**src/rtl/imem_fetch_ctrl.sv**
```systemverilog
// Instruction-fetch sequencer: owns the PC, reads the instruction ROM and queues {word, pc} for decode.
// Define FETCH_PERF_EN to add the perf_stall_cycles / perf_fetched counters.
module imem_fetch_ctrl #(
  parameter int N          = 32,
  parameter int INS        = 10,
  parameter int FIFO_DEPTH = 2
) (
  input  logic         clk,
  input  logic         rst_n,
  input  logic         start,
  input  logic         redirect_valid,
  input  logic [N-1:0] redirect_pc,
  output logic [N-1:0] imem_pc,
  input  logic [N-1:0] imem_instruction,
  output logic         instr_valid,
  input  logic         instr_ready,
  output logic [N-1:0] instr_out,
  output logic [N-1:0] instr_pc,
  output logic         busy,
  output logic         done
`ifdef FETCH_PERF_EN
  ,
  output logic [31:0]  perf_stall_cycles,
  output logic [31:0]  perf_fetched
`endif
);

  localparam int AW = $clog2(FIFO_DEPTH);
  localparam int CW = AW + 1;
  localparam logic [N-1:0]  INS_N   = N'(INS);
  localparam logic [CW-1:0] DEPTH_C = CW'(FIFO_DEPTH);

  typedef enum logic [1:0] {S_IDLE, S_FETCH, S_DRAIN, S_DONE} state_t;

  state_t        state_reg, state_next;
  logic [N-1:0]  pc_reg, pc_next, pc_after;
  logic [AW-1:0] rd_ptr_reg, rd_ptr_next;
  logic [AW-1:0] wr_ptr_reg, wr_ptr_next;
  logic [CW-1:0] count_reg, count_next;
  logic [N-1:0]  fifo_instr_reg [FIFO_DEPTH];
  logic [N-1:0]  fifo_pc_reg    [FIFO_DEPTH];
  logic [FIFO_DEPTH-1:0] entry_we;
  logic          pop, push, flush, pc_in_range;

  assign instr_valid = (count_reg != '0);
  assign pop         = instr_valid && instr_ready;
  assign pc_in_range = (pc_reg < INS_N);
  assign imem_pc     = pc_reg;
  assign instr_out   = fifo_instr_reg[rd_ptr_reg];
  assign instr_pc    = fifo_pc_reg[rd_ptr_reg];
  assign busy        = (state_reg == S_FETCH) || (state_reg == S_DRAIN);
  assign done        = (state_reg == S_DONE);

  always_comb begin
    state_next = state_reg;
    pc_next    = pc_reg;
    pc_after   = pc_reg;
    push       = 1'b0;
    flush      = 1'b0;
    unique case (state_reg)
      S_IDLE, S_DONE: begin
        if (start) begin
          flush      = 1'b1;
          pc_next    = '0;
          state_next = S_FETCH;
        end
      end
      S_FETCH: begin
        if (redirect_valid) begin
          flush   = 1'b1;
          pc_next = redirect_pc;
        end else begin
          // A full FIFO may still accept a word when decode pops the head this cycle.
          push     = pc_in_range && ((count_reg < DEPTH_C) || pop);
          pc_after = push ? pc_reg + N'(1) : pc_reg;
          pc_next  = pc_after;
          if (pc_after >= INS_N) state_next = S_DRAIN;
        end
      end
      S_DRAIN: begin
        if (redirect_valid) begin
          flush      = 1'b1;
          pc_next    = redirect_pc;
          state_next = S_FETCH;
        end else if ((count_reg == '0) || ((count_reg == CW'(1)) && pop)) begin
          state_next = S_DONE;
        end
      end
      default: state_next = S_IDLE;
    endcase
  end

  always_comb begin
    rd_ptr_next = rd_ptr_reg;
    wr_ptr_next = wr_ptr_reg;
    count_next  = count_reg;
    if (flush) begin
      rd_ptr_next = '0;
      wr_ptr_next = '0;
      count_next  = '0;
    end else begin
      if (pop)  rd_ptr_next = rd_ptr_reg + AW'(1);
      if (push) wr_ptr_next = wr_ptr_reg + AW'(1);
      case ({push, pop})
        2'b10:   count_next = count_reg + CW'(1);
        2'b01:   count_next = count_reg - CW'(1);
        default: count_next = count_reg;
      endcase
    end
  end

  always_ff @(posedge clk) begin
    if (!rst_n) begin
      state_reg  <= S_IDLE;
      pc_reg     <= '0;
      rd_ptr_reg <= '0;
      wr_ptr_reg <= '0;
      count_reg  <= '0;
    end else begin
      state_reg  <= state_next;
      pc_reg     <= pc_next;
      rd_ptr_reg <= rd_ptr_next;
      wr_ptr_reg <= wr_ptr_next;
      count_reg  <= count_next;
    end
  end

  for (genvar gi = 0; gi < FIFO_DEPTH; gi++) begin : g_we
    assign entry_we[gi] = push && (wr_ptr_reg == AW'(gi));
  end

  // Entries are cleared on reset so the head reads zero until the first push.
  always_ff @(posedge clk) begin
    for (int i = 0; i < FIFO_DEPTH; i++) begin
      if (!rst_n) begin
        fifo_instr_reg[i] <= '0;
        fifo_pc_reg[i]    <= '0;
      end else if (entry_we[i]) begin
        fifo_instr_reg[i] <= imem_instruction;
        fifo_pc_reg[i]    <= pc_reg;
      end
    end
  end

`ifdef FETCH_PERF_EN
  logic        perf_clear, stall_now;
  logic [31:0] stall_cnt_reg, fetched_cnt_reg;

  assign perf_clear = start && ((state_reg == S_IDLE) || (state_reg == S_DONE));
  // In FETCH without redirect, an in-range PC that does not push means a full FIFO with no pop.
  assign stall_now  = (state_reg == S_FETCH) && !redirect_valid && pc_in_range && !push;

  always_ff @(posedge clk) begin
    if (!rst_n || perf_clear) begin
      stall_cnt_reg   <= '0;
      fetched_cnt_reg <= '0;
    end else begin
      stall_cnt_reg   <= stall_cnt_reg + 32'(stall_now);
      fetched_cnt_reg <= fetched_cnt_reg + 32'(push);
    end
  end

  assign perf_stall_cycles = stall_cnt_reg;
  assign perf_fetched      = fetched_cnt_reg;
`endif

endmodule

```
**config.mk**
```make
export PLATFORM = sky130hd
export DESIGN_NAME = imem_fetch_ctrl
export DESIGN_NICKNAME = d
export VERILOG_FILES = /design/src/rtl/imem_fetch_ctrl.sv
export SDC_FILE = /design/constraint.sdc
export NUM_CORES = 1
export LEC_CHECK = 0
export CAP_MARGIN = 20
export CORE_MARGIN = 8
export CORE_UTILIZATION = 50
export CTS_BUF_LIST = sky130_fd_sc_hd__clkbuf_8
export DETAILED_ROUTE_END_ITERATION = 8
export HOLD_SLACK_MARGIN = 0.08
export PLACE_DENSITY = 0.81
export SLEW_MARGIN = 10
export SYNTH_ARGS = -nofsm -noshare
export SYNTH_HDL_FRONTEND = slang
export SYNTH_SLANG_ARGS = --single-unit
export TNS_END_PERCENT = 50
```
**constraint.sdc**
```tcl
create_clock -name clk -period 11.97 [get_ports clk]
set_input_delay 3.591 -clock clk [delete_from_list [all_inputs] [get_ports clk]]
set_output_delay 3.591 -clock clk [all_outputs]
set_load 0.01 [all_outputs]
```
Yosys cells after proc, flatten, opt, wreduce, memory -nomap -nowiden. Memory sizes are Yosys's and may differ from the RTL's. A register that Yosys moved wholly into a read port is not among the register bits. Index checks and enable logic that the tools add are counted.

Register bits after elaboration: 38. Latch bits: 0. Bits in writable memories: 128. Memory bits (read-only): 0. Input port bits: 69. Output and inout bits: 99. Logic and storage cells: 81. Memories kept: 2.

Add/subtract/negate cells: 5. Multipliers: 0. Divide/modulo/power cells: 0. Magnitude comparators: 3. Equality and inequality tests: 11. Shift-type cells: 0. Muxes and demuxes: 32. Bitwise operators: 6. Reductions and logical operators: 17.

Memories: fifo_instr_reg (words 2, width 32, rd ports 1, clocked after memory_dff 1, write ports 2, line 40) `logic [N-1:0] fifo_instr_reg [FIFO_DEPTH];`; fifo_pc_reg (words 2, width 32, rd ports 1, clocked after memory_dff 1, write ports 2, line 41) `logic [N-1:0] fifo_pc_reg [FIFO_DEPTH];`.

Operator list (number): $mux 32 (8); $pmux 32 s3 (1); $add 32x1->32 const B (1); $ge 32x4->1 const B (1); $lt 32x4->1 const B (1); $mux 1 (15); $mux 2 (5); $eq 2x1->1 const B (3); $eq 2x2->1 const B (3); $ne 2x2->1 const B (3); $pmux 2 s3 (1); $reduce_or 2->1 (3); $logic_and 1x1->1 (5); $logic_not 2->1 (2); $or 1x1->1 (4); $pmux 2 s2 (1); $reduce_and 4->1 (1); $reduce_bool 2->1 (2); $logic_or 1x1->1 (3); $ne 3x2->1 const B (1); $add 1x1->1 const B (2); $add 2x1->2 const B (1); $lt 2x2->1 const B (1); $ne 2x1->1 const B (1); 4 further kinds (5).

Depth between registers and ports, before layout.
Word-level depth: 11. Depth in mapped cells: 10. Gate-level depth less buffers: 10.

Worst setup path before layout. Ideal clock, no wire load.

Path type: input to register. From: input port instr_ready. To: memory fifo_instr_reg[0][0], enable pin. Setup time: 423 ps. Data arrival time: 6226 ps. Data required time: 11547 ps. Setup slack: 5321 ps. Stages on the path: 5. Path buffers: 0. Path through: nand2b_1 -> a2111o_1 -> or3_4 -> or3_1 -> nand2_1.

RTL lines: start: declaration (line 16) `input logic instr_ready,`; end: declaration (line 40).

==> summary.txt <==
Placed design
  – PortBufs: 167
  – Hpwl dp: 10770 um
  – Placed instance area: 8976 sq um
  – Global placer's final weighted congestion: 0.8769

Logic synthesis
  – Post-synthesis sequential area ratio: 66.61%
  – Syn avg cell area: 13.97 sq um
  – Post-Syn Area: 6943 sq um
  – Post-synthesis cell count: 497
  – Synth unique cells: 42
  – Top FF cell, synth: edfxtp_1
  – Syn. warnings: 0
  – Post-synthesis register bit count: 167
  – EDFF count, synth: 128
  – Post-Synth Adder-Cell Area: 1.442%
  – Largest family of logic cells by synthesized area: simple AND/OR/NAND/NOR gates
  – Simple-gate share of the synthesized area: 12.61%
  – Compound-cell area share of the yosys netlist: 5.947%
  – Post-synthesis mux area share: 10.67%
  – Async S/R FF share, synth: 0%
  – Post-Synth XOR/XNOR Area: 0.3784%

Setup path
  – Worst path slowest cell: buf_4
  – Worst setup EP type: flip-flop
  – Critical Path Max Stage Delay: 560 ps
  – Data arrival, critical path: 6490 ps
  – Worst path required time: 12050 ps
  – Crit path cell chain: clkdlybuf4s50_1 -> nand2b_1 -> a2111o_1 -> or3_4 -> or3_1 -> nand2_2 -> buf_4
  – Top delay family on crit path: simple AND/OR/NAND/NOR gates
  – Worst Path Max Fanout: 40
  – Buf/Inv on CP: 2
  – Critical path class: in -> reg
  – Crit path launch type: primary input

Routing
  – Routed WL: 15520 um
  – Vias/cell: 5.042
  – M1 WL: 6056 um
  – WL/cell: 17.00 um
  – Post-route DRC: 0
  – Vias: 4603
  – Routed wl met3: 1693 um
  – Top layer in use: met4
  – Met2 routed WL: 7569 um
  – Drt pass-1 iters: 4
  – Antenna-violating nets left: 0
  – Starting DRT DRC Count: 310

Clock tree
  – Longest Clk Path Bufs: 2
  – Post-cts sizing count: 0
  – Post-cts hold buffer count: 0
  – H-Tree Depth: 4
  – CTS Buf Count: 17
  – Clock Sinks: 167
  – Clock Latency Late Sink: 440 ps
  – CTS tree: yes
  – Clock root buffer: clkbuf_8
  – Setup bufs post-CTS: 0
  – Clock transition at the registers of the reported paths: 80 ps

Timing
  – Slew Limit Fails: 0
  – Final Skew: 9.954 ps
  – Worst-Margin Slew: 1029 ps
  – Setup-failing EPs final: 0
  – RSZ-0062 raised after global routing: false
  – Fin. Hold Viols: 0
  – Fin crit share: 53.55%
  – Fin crit period: 6410 ps
  – Peak Freq: 156.0 MHz
  – Relative slew slack: 31.34%
  – Setup TNS Final: 0 ps

Finish
  – Final Cell Area: 9346 sq um
  – Fin util: 68.13%
  – Layout cells sized above 1: 13.78%
  – # diodes: 0
  – Total Nets Final: 797
  – Area delta synth->final: 34.62%

Pwr
  – P_leak: 3.510 nW
  – VDD IR max: 0.09848 mV
  – P per Cell Area: 162.4 nW/um^2
  – Total power: 1.518 mW

Min path
  – Hold WC Path Type: reg -> reg

GRT
  – Pin count of the biggest net entering global routing: 65
  – Vias in the first global route: 4867
  – Total Routing Usage GR: 17.58%
  – First-pass GRT wire length: 24740 um
  – Initial antenna violation count: 0
  – GRT Residual Overflow: 0

Die
  – Placement Rows: 43
  – I/O pin count: 168
  – Die Area: 17910 sq um
  – Core area: 13720 sq um
  – Chip width: 133.8 um
  – Die Y: 133.8 um
  – Initial Util: 50.61%

Run status
  – Status: complete, no violations

Job
  – Maxcap violations: 0
-- layout make-up --
type | instances | area (sq um)
clock buffer | 17 | 234.0
clock inverter | 15 | 121.4
fill | 986 | 4373
inverter | 10 | 37.54
multi-input combinational | 350 | 2371
sequential | 167 | 4626
tap | 180 | 225.2
timing repair buffer | 174 | 1732
-- kinds of logic (layout without fill, tap and decap cells) --
group                    after synthesis  count (layout)
flip-flops                           167             167
AND/OR/NAND/NOR                      157             157
multiplexers                          66              66
AO/OA/AOI/OAI                         60              60
buffers and inverters                 35             216
adder cells (fa/ha/maj)                8               8
XOR/XNOR                               3               3
other                                  1              56
-- power by group --
part | leakage (nW) | switching (mW) | internal (mW)
logic | 1.71 | 0.211 | 0.218
registers | 1.61 | 0.0247 | 0.698
clock network | 0.189 | 0.188 | 0.178
-- synth_stat cells, types with 3 or more instances --
cell / count / share of area (%)
nor2_1: 37 / 2.0
dfxtp_1: 39 / 11
nand3_1: 7 / 0.50
o211ai_1: 3 / 0.32
nor2b_1: 3 / 0.27
nand2b_1: 7 / 0.63
clkbuf_1: 18 / 0.97
mux2_2: 64 / 10
and2_1: 72 / 6.5
edfxtp_1: 128 / 55
or4_1: 3 / 0.32
nor3_1: 4 / 0.29
nor4_1: 4 / 0.36
o21ai_0: 10 / 0.72
buf_6: 3 / 0.49
a21oi_1: 7 / 0.50
a22oi_1: 28 / 3.0
inv_1: 10 / 0.54
ha_1: 8 / 1.4
buf_2: 4 / 0.29
nand2_1: 11 / 0.59
-- per-layer routing --
layer  up-vias  track usage (%)
met4         0            5.802
met2       185            29.49
met3        18            8.639
li1       2207                -
met1      2193            19.06
met5         -                0
-- worst min-delay path, cell delays in order, from the launching register on --
cell	delay (ps)
dfxtp_1	340
nand2_1	70
mux2i_1	60
-- layout by cell type, fill, tap and decap left out, types with 3 or more instances in the layout --
cell / count
nand2b_1: 7
nand3_1: 7
nor3_1: 4
nor4_1: 4
inv_1: 13
a22oi_1: 28
clkdlybuf4s50_1: 167
nand2_1: 9
edfxtp_1: 128
conb_1: 56
nor2b_1: 3
clkinv_1: 4
clkinv_2: 4
and2_1: 72
o211ai_1: 3
dfxtp_1: 38
buf_4: 6
nor2_1: 37
or4_1: 3
mux2_2: 64
o21ai_0: 10
a21oi_1: 7
ha_1: 8
clkbuf_8: 17
-- per-stage QoR --
step	instances	setup WS [ps]	hold slack, ps
2_1_floorplan	552	5321	471.4
3_3_place_gp	880	5127	488.3
3_5_place_dp	880	5077	508.7
4_1_cts	912	5554	519.7
5_1_grt	913	5406	552.5
6_report	913	5560	516.3
-- worst paths after layout --
kind | start | cells past startpoint | end | slack [ps]
setup / recovery | instr_ready | 7 | fifo_pc_reg[0][2]$_SDFFCE_PN0P_ | 5560
hold reg to reg | state_reg[1]$_SDFFE_PN0P_ | 2 | state_reg[1]$_SDFFE_PN0P_ | 520
setup reg to reg | imem_pc[4]$_SDFFE_PN0P_ | 6 | fifo_pc_reg[0][2]$_SDFFCE_PN0P_ | 8350
hold / removal | state_reg[1]$_SDFFE_PN0P_ | 2 | state_reg[1]$_SDFFE_PN0P_ | 520
(Power assumes the default switching activity.)
==> RTL edit (same settings) <==
The option `FETCH_PERF_EN` is turned on by a define.
--- a/src/rtl/imem_fetch_ctrl.sv
+++ b/src/rtl/imem_fetch_ctrl.sv
@@ -1,5 +1,7 @@
 // Instruction-fetch sequencer: owns the PC, reads the instruction ROM and queues {word, pc} for decode.
 // Define FETCH_PERF_EN to add the perf_stall_cycles / perf_fetched counters.
+`define FETCH_PERF_EN
+
 module imem_fetch_ctrl #(
   parameter int N          = 32,
   parameter int INS        = 10,
Formal check against the unedited RTL (old outputs only; new: perf_fetched and perf_stall_cycles): no difference found for any inputs over 4 cycles, from zero or initial values and one cycle with rst_n low; that may be too few to reach the edited logic, so the function may still have changed.
==> RTL edit against the original RTL <==
Sequential cell count rose by 64. Total power increased by 29%. Die area up 34%. Setup slack worse by 0.41 ns. Sequential power increased by 28%. Sequential share of layout area shrank 4.4 points. Wire length increased by 52%. Design area increased by 40%. Critical path depth grew 4. Synthesized area rose by 39%. Count of clock-buffer cells in the layout increased by 25. Critical endpoint is now perf_fetched[30]. Highest routed layer unchanged.
==> RTL edit: results <==
metrics = {
    "run_status": {
        "status": "finished clean",
    },
    "placement": {
        "placed_area_um2": 12400,
        "dp_cells": 1361,
        "dp_slack_ns": 4.58,
        "port_buffers": 231,
        "place.gp.congestion": 0.842,
        "hpwlAfterDp_um": 15900,
    },
    "power": {
        "power.switching_mw": 0.532,
        "p_comb_mw": 0.422,
        "power.density_nw_per_um2": 150,
        "peakVddDrop_v": 0.0000815,
        "p_clk_mw": 0.612,
        "power_leakage_nw": 4.86,
    },
    "routing": {
        "vias": 7339,
        "via_per_inst": 5.14,
        "first_iter_violations": 386,
        "wire_per_inst_um": 16.5,
    },
    "timing": {
        "clock_skew_ns": 0.0139,
        "whs_ns": 0.513,
        "final.setup.tns_ns": 0,
        "finalCritPeriodShare_pct": 57.0,
        "relSlewSlack_pct": 34.9,
    },
    "logic_synthesis": {
        "synth_common_cells": "nor2_1, edfxtp_1, dfxtp_1",
        "ys_warn_count": 0,
        "synth.top_cell.area_share_pct": 39.8,
        "ys_types": 45,
        "avgSynthCellArea_um2": 11.5,
        "synth-seq-area-share_pct": 61.2,
        "yosys-top-cells-area": "edfxtp_1, dfxtp_1, mux2_2",
    },
    "worst_setup_path": {
        "reg2reg_depth": 10,
        "crit_path_top_delay_cell": "nor4_2",
        "cp.arrival_ns": 7.27,
        "endpoint": "perf_fetched[30]",
        "critPathMaxFanout": 7,
        "r2r-start": "imem_pc[16]",
        "r2r_slack_ns": 7.91,
        "max_stage_delay_ns": 0.66,
    },
    "clock_tree": {
        "cts_made_buffers": 38,
        "cts-resized-gates": 0,
        "insertion_delay_ns": 0.52,
        "clk_pin_slew_ns": 0.06,
        "root_buffer": "clkbuf_8",
        "htreeDepth": 2,
    },
    "global_route": {
        "grt_pass1_vias": 7584,
        "grt_pass1_wl_um": 37500,
        "grt.total_usage_pct": 19.2,
    },
    "min_path": {
        "hold_depth": 2,
        "hold_start": "rd_ptr_reg",
    },
    "cells_and_area": {
        "nNetsFinal": 1219,
        "drive_gt1_share_pct": 11.4,
    },
}
RTL edit: changes by cell type in the layout (fill, tap and decap cells not counted), sizes merged, moves of 34 or more:
cell / delta
and2: -67
clkdlybuf4s50: +63
dfxtp: +64
nand2: +54
nor2: +118
xor2: +34
RTL edit: area by class of cell:
class	count	area [um2]
tap	265	332
clock inverter	24	95.1
inverter	18	67.6
clock buffer	42	578
fill	1483	6100
sequential	231	5910
timing repair buffer	241	2390
multi-input combinational	608	3740
RTL edit: routing by layer:
metal	share of wire, %	GRT usage, %	up-vias	wire (um)
li1	-	-	3543	-
met1	41	22.5	3469	9740
met2	47	31.8	284	11000
met3	9.5	7.16	43	2240
met4	2.5	6.91	0	582
met5	0	0	-	0
RTL edit: cells by family after synthesis:
group           count (synthesis)  share of synthesized area, %
xor+xnor                       53                          4.81
other cells                     1                        0.0389
buf+inv                        56                          2.26
fa+ha+maj                      12                          1.56
simple gates                  350                          17.3
flops                         231                          61.2
compound gates                 71                          5.15
mux                            66                          7.68
